**src/rtl/sigmag_pkg.sv**
```systemverilog
// Shared types, constants and helpers for the sign/magnitude statistics monitor.
package sigmag_pkg;

  localparam int PCT_WIDTH   = 7;
  localparam int THR_SAT_MIN = 1;

  typedef enum logic [1:0] {
    AGC_HOLD = 2'd0,
    AGC_UP   = 2'd1,
    AGC_DOWN = 2'd2
  } agc_dir_e;

  function automatic int thr_sat_max(input int thr_width);
    return (1 << thr_width) - 1;
  endfunction

  // Full-precision cnt*100 followed by a truncating shift; the result never exceeds 100.
  function automatic logic [PCT_WIDTH-1:0] pct_of(input logic [31:0] cnt, input int cntr_size);
    logic [31:0] prod;
    prod = cnt * 32'd100;
    prod = prod >> cntr_size;
    return prod[PCT_WIDTH-1:0];
  endfunction

endpackage

```
**src/rtl/sigmag_agc_step.sv**
```systemverilog
// Threshold AGC: one saturating step of thr per published window, driven by mag_pct.
module sigmag_agc_step
  import sigmag_pkg::*;
#(
  parameter int THR_WIDTH  = 13,
  parameter int THR_INIT   = 1024,
  parameter int THR_STEP   = 16,
  parameter int TARGET_PCT = 33,
  parameter int HYST_PCT   = 3
) (
  input  logic                 clk,
  input  logic                 resetn,
  input  logic                 stat_valid,
  input  logic [PCT_WIDTH-1:0] mag_pct,
  output logic [THR_WIDTH-1:0] thr
);

  localparam int PCT_HI  = TARGET_PCT + HYST_PCT;
  localparam int PCT_LO  = TARGET_PCT - HYST_PCT;
  localparam int THR_MAX = thr_sat_max(THR_WIDTH);

  logic [THR_WIDTH-1:0] thr_q, thr_d;
  agc_dir_e             dir;
  int                   mag_pct_i;
  int                   thr_next;

  always_comb begin
    mag_pct_i = int'(mag_pct);
    dir       = AGC_HOLD;
    if (mag_pct_i > PCT_HI) begin
      dir = AGC_UP;
    end else if (mag_pct_i < PCT_LO) begin
      dir = AGC_DOWN;
    end
  end

  always_comb begin
    thr_next = int'(thr_q);
    case (dir)
      AGC_UP:   thr_next = int'(thr_q) + THR_STEP;
      AGC_DOWN: thr_next = int'(thr_q) - THR_STEP;
      default:  thr_next = int'(thr_q);
    endcase
    if (thr_next > THR_MAX) begin
      thr_next = THR_MAX;
    end else if (thr_next < THR_SAT_MIN) begin
      thr_next = THR_SAT_MIN;
    end
    thr_d = thr_q;
    if (stat_valid) begin
      thr_d = THR_WIDTH'(thr_next);
    end
  end

  always_ff @(posedge clk or negedge resetn) begin
    if (!resetn) begin
      thr_q <= THR_WIDTH'(THR_INIT);
    end else begin
      thr_q <= thr_d;
    end
  end

  assign thr = thr_q;

endmodule

```
**src/rtl/sigmag_monitor.sv**
```systemverilog
// Windowed sig/mag ones counter with percentage outputs and optional threshold AGC.
// Define SIGMAG_MONITOR_AGC_EN to build the AGC loop; otherwise thr is the constant THR_INIT.
module sigmag_monitor
  import sigmag_pkg::*;
#(
  parameter int CNTR_SIZE  = 12,
  parameter int THR_WIDTH  = 13,
  parameter int THR_INIT   = 1024,
  parameter int THR_STEP   = 16,
  parameter int TARGET_PCT = 33,
  parameter int HYST_PCT   = 3
) (
  input  logic                 clk,
  input  logic                 resetn,
  input  logic                 en,
  input  logic                 sig,
  input  logic                 mag,
  input  logic                 clr,
  output logic [CNTR_SIZE:0]   sig_cnt,
  output logic [CNTR_SIZE:0]   mag_cnt,
  output logic [PCT_WIDTH-1:0] sig_pct,
  output logic [PCT_WIDTH-1:0] mag_pct,
  output logic                 stat_valid,
  output logic [THR_WIDTH-1:0] thr
);

  localparam logic [CNTR_SIZE-1:0] WIN_LAST = '1;

  logic [CNTR_SIZE-1:0] win_cnt_q, win_cnt_d;
  logic [CNTR_SIZE:0]   sig_acc_q, sig_acc_d;
  logic [CNTR_SIZE:0]   mag_acc_q, mag_acc_d;
  logic [CNTR_SIZE:0]   sig_cnt_q, sig_cnt_d;
  logic [CNTR_SIZE:0]   mag_cnt_q, mag_cnt_d;
  logic [PCT_WIDTH-1:0] sig_pct_q, sig_pct_d;
  logic [PCT_WIDTH-1:0] mag_pct_q, mag_pct_d;
  logic                 stat_valid_q, stat_valid_d;
  logic [CNTR_SIZE:0]   sig_sum, mag_sum;

  // The sums include the current sample so the window's last sample lands in the published counts.
  assign sig_sum = sig_acc_q + {{CNTR_SIZE{1'b0}}, sig};
  assign mag_sum = mag_acc_q + {{CNTR_SIZE{1'b0}}, mag};

  always_comb begin
    win_cnt_d    = win_cnt_q;
    sig_acc_d    = sig_acc_q;
    mag_acc_d    = mag_acc_q;
    sig_cnt_d    = sig_cnt_q;
    mag_cnt_d    = mag_cnt_q;
    sig_pct_d    = sig_pct_q;
    mag_pct_d    = mag_pct_q;
    stat_valid_d = 1'b0;
    if (clr) begin
      win_cnt_d = '0;
      sig_acc_d = '0;
      mag_acc_d = '0;
    end else if (en) begin
      win_cnt_d = win_cnt_q + 1'b1;
      if (win_cnt_q == WIN_LAST) begin
        sig_cnt_d    = sig_sum;
        mag_cnt_d    = mag_sum;
        sig_pct_d    = pct_of(32'(sig_sum), CNTR_SIZE);
        mag_pct_d    = pct_of(32'(mag_sum), CNTR_SIZE);
        stat_valid_d = 1'b1;
        sig_acc_d    = '0;
        mag_acc_d    = '0;
      end else begin
        sig_acc_d = sig_sum;
        mag_acc_d = mag_sum;
      end
    end
  end

  always_ff @(posedge clk or negedge resetn) begin
    if (!resetn) begin
      win_cnt_q    <= '0;
      sig_acc_q    <= '0;
      mag_acc_q    <= '0;
      sig_cnt_q    <= '0;
      mag_cnt_q    <= '0;
      sig_pct_q    <= '0;
      mag_pct_q    <= '0;
      stat_valid_q <= 1'b0;
    end else begin
      win_cnt_q    <= win_cnt_d;
      sig_acc_q    <= sig_acc_d;
      mag_acc_q    <= mag_acc_d;
      sig_cnt_q    <= sig_cnt_d;
      mag_cnt_q    <= mag_cnt_d;
      sig_pct_q    <= sig_pct_d;
      mag_pct_q    <= mag_pct_d;
      stat_valid_q <= stat_valid_d;
    end
  end

  assign sig_cnt    = sig_cnt_q;
  assign mag_cnt    = mag_cnt_q;
  assign sig_pct    = sig_pct_q;
  assign mag_pct    = mag_pct_q;
  assign stat_valid = stat_valid_q;

`ifdef SIGMAG_MONITOR_AGC_EN
  sigmag_agc_step #(
    .THR_WIDTH (THR_WIDTH),
    .THR_INIT  (THR_INIT),
    .THR_STEP  (THR_STEP),
    .TARGET_PCT(TARGET_PCT),
    .HYST_PCT  (HYST_PCT)
  ) u_agc (
    .clk       (clk),
    .resetn    (resetn),
    .stat_valid(stat_valid_q),
    .mag_pct   (mag_pct_q),
    .thr       (thr)
  );
`else
  assign thr = THR_WIDTH'(THR_INIT);
`endif

endmodule

```
**config.mk**
```make
export PLATFORM = sky130hd
export DESIGN_NAME = sigmag_monitor
export DESIGN_NICKNAME = d
export VERILOG_FILES = /design/src/rtl/sigmag_pkg.sv /design/src/rtl/sigmag_agc_step.sv /design/src/rtl/sigmag_monitor.sv
export SDC_FILE = /design/constraint.sdc
export NUM_CORES = 1
export LEC_CHECK = 0
export ABC_CLOCK_PERIOD_IN_PS = 9400
export CELL_PAD_IN_SITES_DETAIL_PLACEMENT = 1
export CELL_PAD_IN_SITES_GLOBAL_PLACEMENT = 1
export CORE_MARGIN = 4
export CORE_UTILIZATION = 45
export CTS_BUF_LIST = sky130_fd_sc_hd__clkbuf_8
export DETAILED_ROUTE_END_ITERATION = 12
export GPL_TIMING_DRIVEN = 0
export PLACE_DENSITY_LB_ADDON = 0.1
export SKIP_LAST_GASP = 1
export SLEW_MARGIN = 20
export SYNTH_ARGS = -nofsm -noshare
export SYNTH_HDL_FRONTEND = slang
export SYNTH_HIERARCHICAL = 1
export SYNTH_SLANG_ARGS = --single-unit
```
**constraint.sdc**
```tcl
create_clock -name clk -period 9.4 [get_ports clk]
set_clock_uncertainty 0.05 [all_clocks]
set_input_delay 1.88 -clock clk [delete_from_list [all_inputs] [get_ports clk]]
set_output_delay 1.88 -clock clk [all_outputs]
set_load 0.05 [all_outputs]
```
; ---- Word-level counts from Yosys, hierarchy flattened
; Cells that the tools add are included.
[op_classes]
mux = 11
add_sub_neg = 3
eq_ne = 1
multipliers = 2
n_reduce_logical = 2
bitwise_logic = 1
[op_table]
columns = operator, n
row1 = $mux W13, 6
row2 = $mul A13 B5 Y17 const B, 2
row3 = $add A13 B1 Y13, 2
row4 = $mux W12, 2
row5 = $add A12 B1 Y12 const B, 1
row6 = $eq A12 B12 Y1 const B, 1
row7 = $mux W1, 3
row8 = $reduce_and A3 Y1, 1
row9 = $reduce_bool A2 Y1, 1
row10 = $not A1 Y1, 1
[totals]
input_bits = 6
ff_bits = 79
wordCells = 28
output_inout_bits = 54

; ---- Depth between registers and ports, before layout
[logic_depth]
depth_word = 4
mapped_depth = 19
depth_no_buf = 19

; ---- Least setup slack after synthesis
; No wires, ideal clock.
[synth_timing]
path_type = in2reg
from = input port mag
to = register mag_pct_q[4] (netlist: mag_pct[4])
required_ns = 9.281
arrival_time_ns = 5.422
n_path_buf = 0
setup_time_ns = 0.069
path_stages = 17
slack_ns = 3.859
path_cell_list = ha_1 -> ha_1 -> nand3_1 -> nor2_1 -> nand3_1 -> xor2_1 -> xor2_1 -> ha_1 -> inv_1 -> fa_1 -> inv_1 -> ha_1 -> a21oi_1 -> nor3b_1 -> a21oi_1 -> or4b_1 -> nand3_1
[synth_via]
elab_chain_cells = 2
[synth_lines]
columns = item, line_no
row1 = "start, declared", sigmag_monitor.sv:17  ; input logic mag,
row2 = $add A13 B1 Y13, sigmag_monitor.sv:41  ; assign mag_sum = mag_acc_q + {{CNTR_SIZE{1'b0}}, mag};
row3 = $mul A13 B5 Y17, sigmag_pkg.sv:20  ; prod = cnt * 32'd100;
row4 = "end signal, assigned", sigmag_monitor.sv:90  ; mag_pct_q <= mag_pct_d;
row5 = "end, declared", sigmag_monitor.sv:35  ; logic [PCT_WIDTH-1:0] mag_pct_q, mag_pct_d;
; Every way passes these cells.
; A chain may end at the register's enable or synchronous reset.

; ---- Worst setup path in the final report
; Ends and elaborated chain as after synthesis.

==> run_results.csv <==
group,metric,value,unit
outcome,status,"complete, no violations",
cts,cts_resized,0,
timing,finalWorstSetupSlack,2980,ps
worst_setup_path,cp_cell_sequence,"clkdlybuf4s50_1 > ha_1 > ha_1 > nand3_1 > nor2_1 > nand3_1 > xor2_1 > xor2_1 > ha_1 > inv_1 > fa_1 > inv_1 > ha_1 > a21oi_1 > nor3b_1 > a21oi_1 > or4b_1 > nand3_1",
power_and_ir_drop,p_clk_frac,0.400,
logic_synthesis,synth_cell_type_count,53,
drt,avgRoutedWirePerCell,17.1,um
timing,fin_crit,6420,ps
worst_setup_path,start_kind,"input port",
floorplan,rows,41,
grt,grt_max_degree,54,
place,dpl_worst_slack,2620,ps
timing,setup_viol,0,
grt,grt_pass1_wl,25500,um
worst_setup_path,worst_path_dominant_cell_family,"adder cells",
logic_synthesis,synthCells,640,
drt,totalWireLength,15200,um
place,placed_cells,871,
worst_setup_path,critPathMaxFanout,6,
grt,grt-ovfl-total,0,
grt,use_met3,0.0339,
layout,nFillCells,1513,
job,cap_violations,0,
logic_synthesis,synth_edf_count,0,
layout,ff_latch_area,0.00198,mm^2
power_and_ir_drop,pwr-share-comb,0.080,
drt,first_iter_violations,307,
place,port_buffers,46,
logic_synthesis,ys_seq_elements,79,
cts,cts_made_buffers,9,
drt,routed-via-count,4743,
timing,worstMarginPinSlew,819,ps
cts,clock-sinks,79,
timing,timing.final.crit_share,0.683,
power_and_ir_drop,powerDensity,97.8,mW/mm^2
drt,drc_errors,0,
grt,antenna_found_initial,0,
floorplan,dieWidth,122,um
cts,cts_buffer_depth,2,
power_and_ir_drop,internal-power,487,uW
hold_path,hold_path.class,"register to register",
worst_setup_path,cpMostUsedCell,"ha_1",
worst_setup_path,slowest_delay,620,ps
logic_synthesis,synthArstFlopShare,1.00,
cts,cts_root_buffer,"clkbuf_8",
power_and_ir_drop,leakagePower,3.72,nW
grt,grt.met1_usage,0.295,
cts,hold_buffers,0,
power_and_ir_drop,seqPwrFrac,0.520,
worst_setup_path,worstSetupPathType,"input port to register",
worst_setup_path,arrival,6670,ps
power_and_ir_drop,p_sw_frac,0.264,
power_and_ir_drop,irDropWorstVdd,75.2,uV
grt,track_usage,0.219,
drt,drtPass1Iterations,4,
layout,synthToLayoutAreaGrowth,16.4,%
drt,avgViaCountPerCell,5.35,
floorplan,ios,60,
grt,grt_pass1_vias,5081,
timing,rsz0062_at_grt,"no",
floorplan,chipHeight,122,um
layout,instances_no_fill,887,
worst_setup_path,cp-end-kind,"register",
drt,ant_nets,0,
layout,drive_gt1_frac,0.0657,
place,place_congestion,0.830,
cts,cts_setup_buffers,0,
timing,slew_headroom,0.450,
grt,gr-usage-met2,0.367,
cts,clock_latency,370,ps
floorplan,initial_core_util,0.461,
layout,n_antenna_cell,0,
logic_synthesis,ys.warnings.count,6,
logic_synthesis,synth-main-ff-cell,"dfrtp_1",
timing,final_max_slew_viol_count,0,
timing,hold_viol,0,
layout,final_cell_mix,"nand2_1 (106), ha_1 (85), dfrtp_1 (79), inv_1 (56), clkdlybuf4s50_1 (45)",
worst_setup_path,slowest_stage,"xor2_1",
layout,layout_commonest_cell,"nand2_1",
cts,htreeDepth,3,
timing,setup_tns,0,ps
logic_synthesis,ys_seq_area_frac,0.340,
worst_setup_path,cp_num_buf_inv,3,
logic_synthesis,syn_avg_cell_area,9.09,um^2
power_and_ir_drop,p_switching,175,uW
floorplan,core,0.0126,mm^2
timing,max_freq,156,MHz
grt,top_usage_layer,"met2",
floorplan,die_area,0.0148,mm^2
place,hpwl,12200,um
layout,final_nets,814,
layout,multi_input_area,0.00351,mm^2
logic_synthesis,synth_area,0.00582,mm^2
power_and_ir_drop,p_total,662,uW
cts,clk_pin_slew,80,ps
layout,utilization,0.537,
cts,cts_tree,"done",
worst_setup_path,crit_required,9650,ps
-- worst paths after layout --
kind	to	cells after the start	start	slack (ps)
min reg2reg	sig_cnt[7]$_DFFE_PN0P_	2	sig_cnt[7]$_DFFE_PN0P_	420
max in group asynchronous	mag_cnt[7]$_DFFE_PN0P_	2	resetn	7300
max reg2reg	mag_pct[4]$_DFFE_PN0P_	17	mag_acc_q[0]$_DFFE_PN0P_	4610
min	sig_cnt[7]$_DFFE_PN0P_	2	sig_cnt[7]$_DFFE_PN0P_	420
min in group asynchronous	mag_acc_q[0]$_DFFE_PN0P_	1	resetn	1390
max	mag_pct[4]$_DFFE_PN0P_	18	mag	2980
-- per-stage QoR --
stage	hold WS, ps	area [um^2]
after detailed placement	405	6570
after CTS	425	6770
final	418	6770
after global placement	401	6540
after floorplan	419	5860
after global routing	454	6770
-- flip-flops by register name, summed over array words and instances (netlist names) --
register	flops
mag_acc_q	13
mag_cnt	13
sig_acc_q	13
sig_cnt	13
win_cnt_q	12
mag_pct	7
sig_pct	7
stat_valid	1
-- power groups by stage --
stage	Combinational, mW	Sequential, mW	Clock (mW)
detailed placement	0.0534	0.351	0
global route	0.0591	0.345	0.289
global placement	0.0501	0.351	0
CTS	0.0537	0.344	0.274
floorplan	0.0319	0.353	0
finish	0.0529	0.344	0.265
-- cell families (layout without fill, tap and decap cells) --
family          Yosys count  after routing  share of synthesized area
compound gates          106            106                      0.115
other cells               2             13                    0.00129
simple gates            216            216                      0.170
flops                    79             79                      0.340
mux                       6              6                     0.0103
xor+xnor                 48             48                     0.0722
fa+ha+maj                98             98                      0.227
buf+inv                  85            149                     0.0645
-- worst min-delay path: stages, from the launching register on --
cell and delay (ps):
dfrtp_1 350, nand2_1 50, nand2_1 40
-- final cells by class --
type,instances,area share
multi-input cells,487,0.519
flip-flops and latches,79,0.292
repair buffers,48,0.0728
well taps,172,0.0318
inverters,55,0.0305
plain buffers,30,0.0249
clock buffers,10,0.0203
clock inverters,6,0.00905
-- Yosys cell counts (4+ instances only) --
cell        n  area share
o21ai_0    44       0.038
nand4_1     9      0.0097
a22o_1      9       0.014
nor2_1     41       0.026
fa_1       13       0.045
nand3_1    18       0.015
inv_1      55       0.035
clkbuf_1   10      0.0065
xor2_1     27       0.041
a21oi_1    20       0.017
xnor2_1    21       0.032
nand2_1   106       0.068
mux2i_1     6       0.010
buf_4      13       0.017
o31ai_1     4      0.0052
nor3_1      7      0.0060
buf_2       5      0.0043
ha_1       85        0.18
dfrtp_1    79        0.34
and3_1     13       0.014
a21o_1      8       0.010
-- metal layers --
layer | vias to the layer above | routed length, um
li1 | 2285 | -
met1 | 2389 | 7100
met2 | 56 | 7460
met3 | 13 | 424
met4 | 0 | 182
met5 | - | 0
No activity file was read; power rests on OpenSTA's default activity.
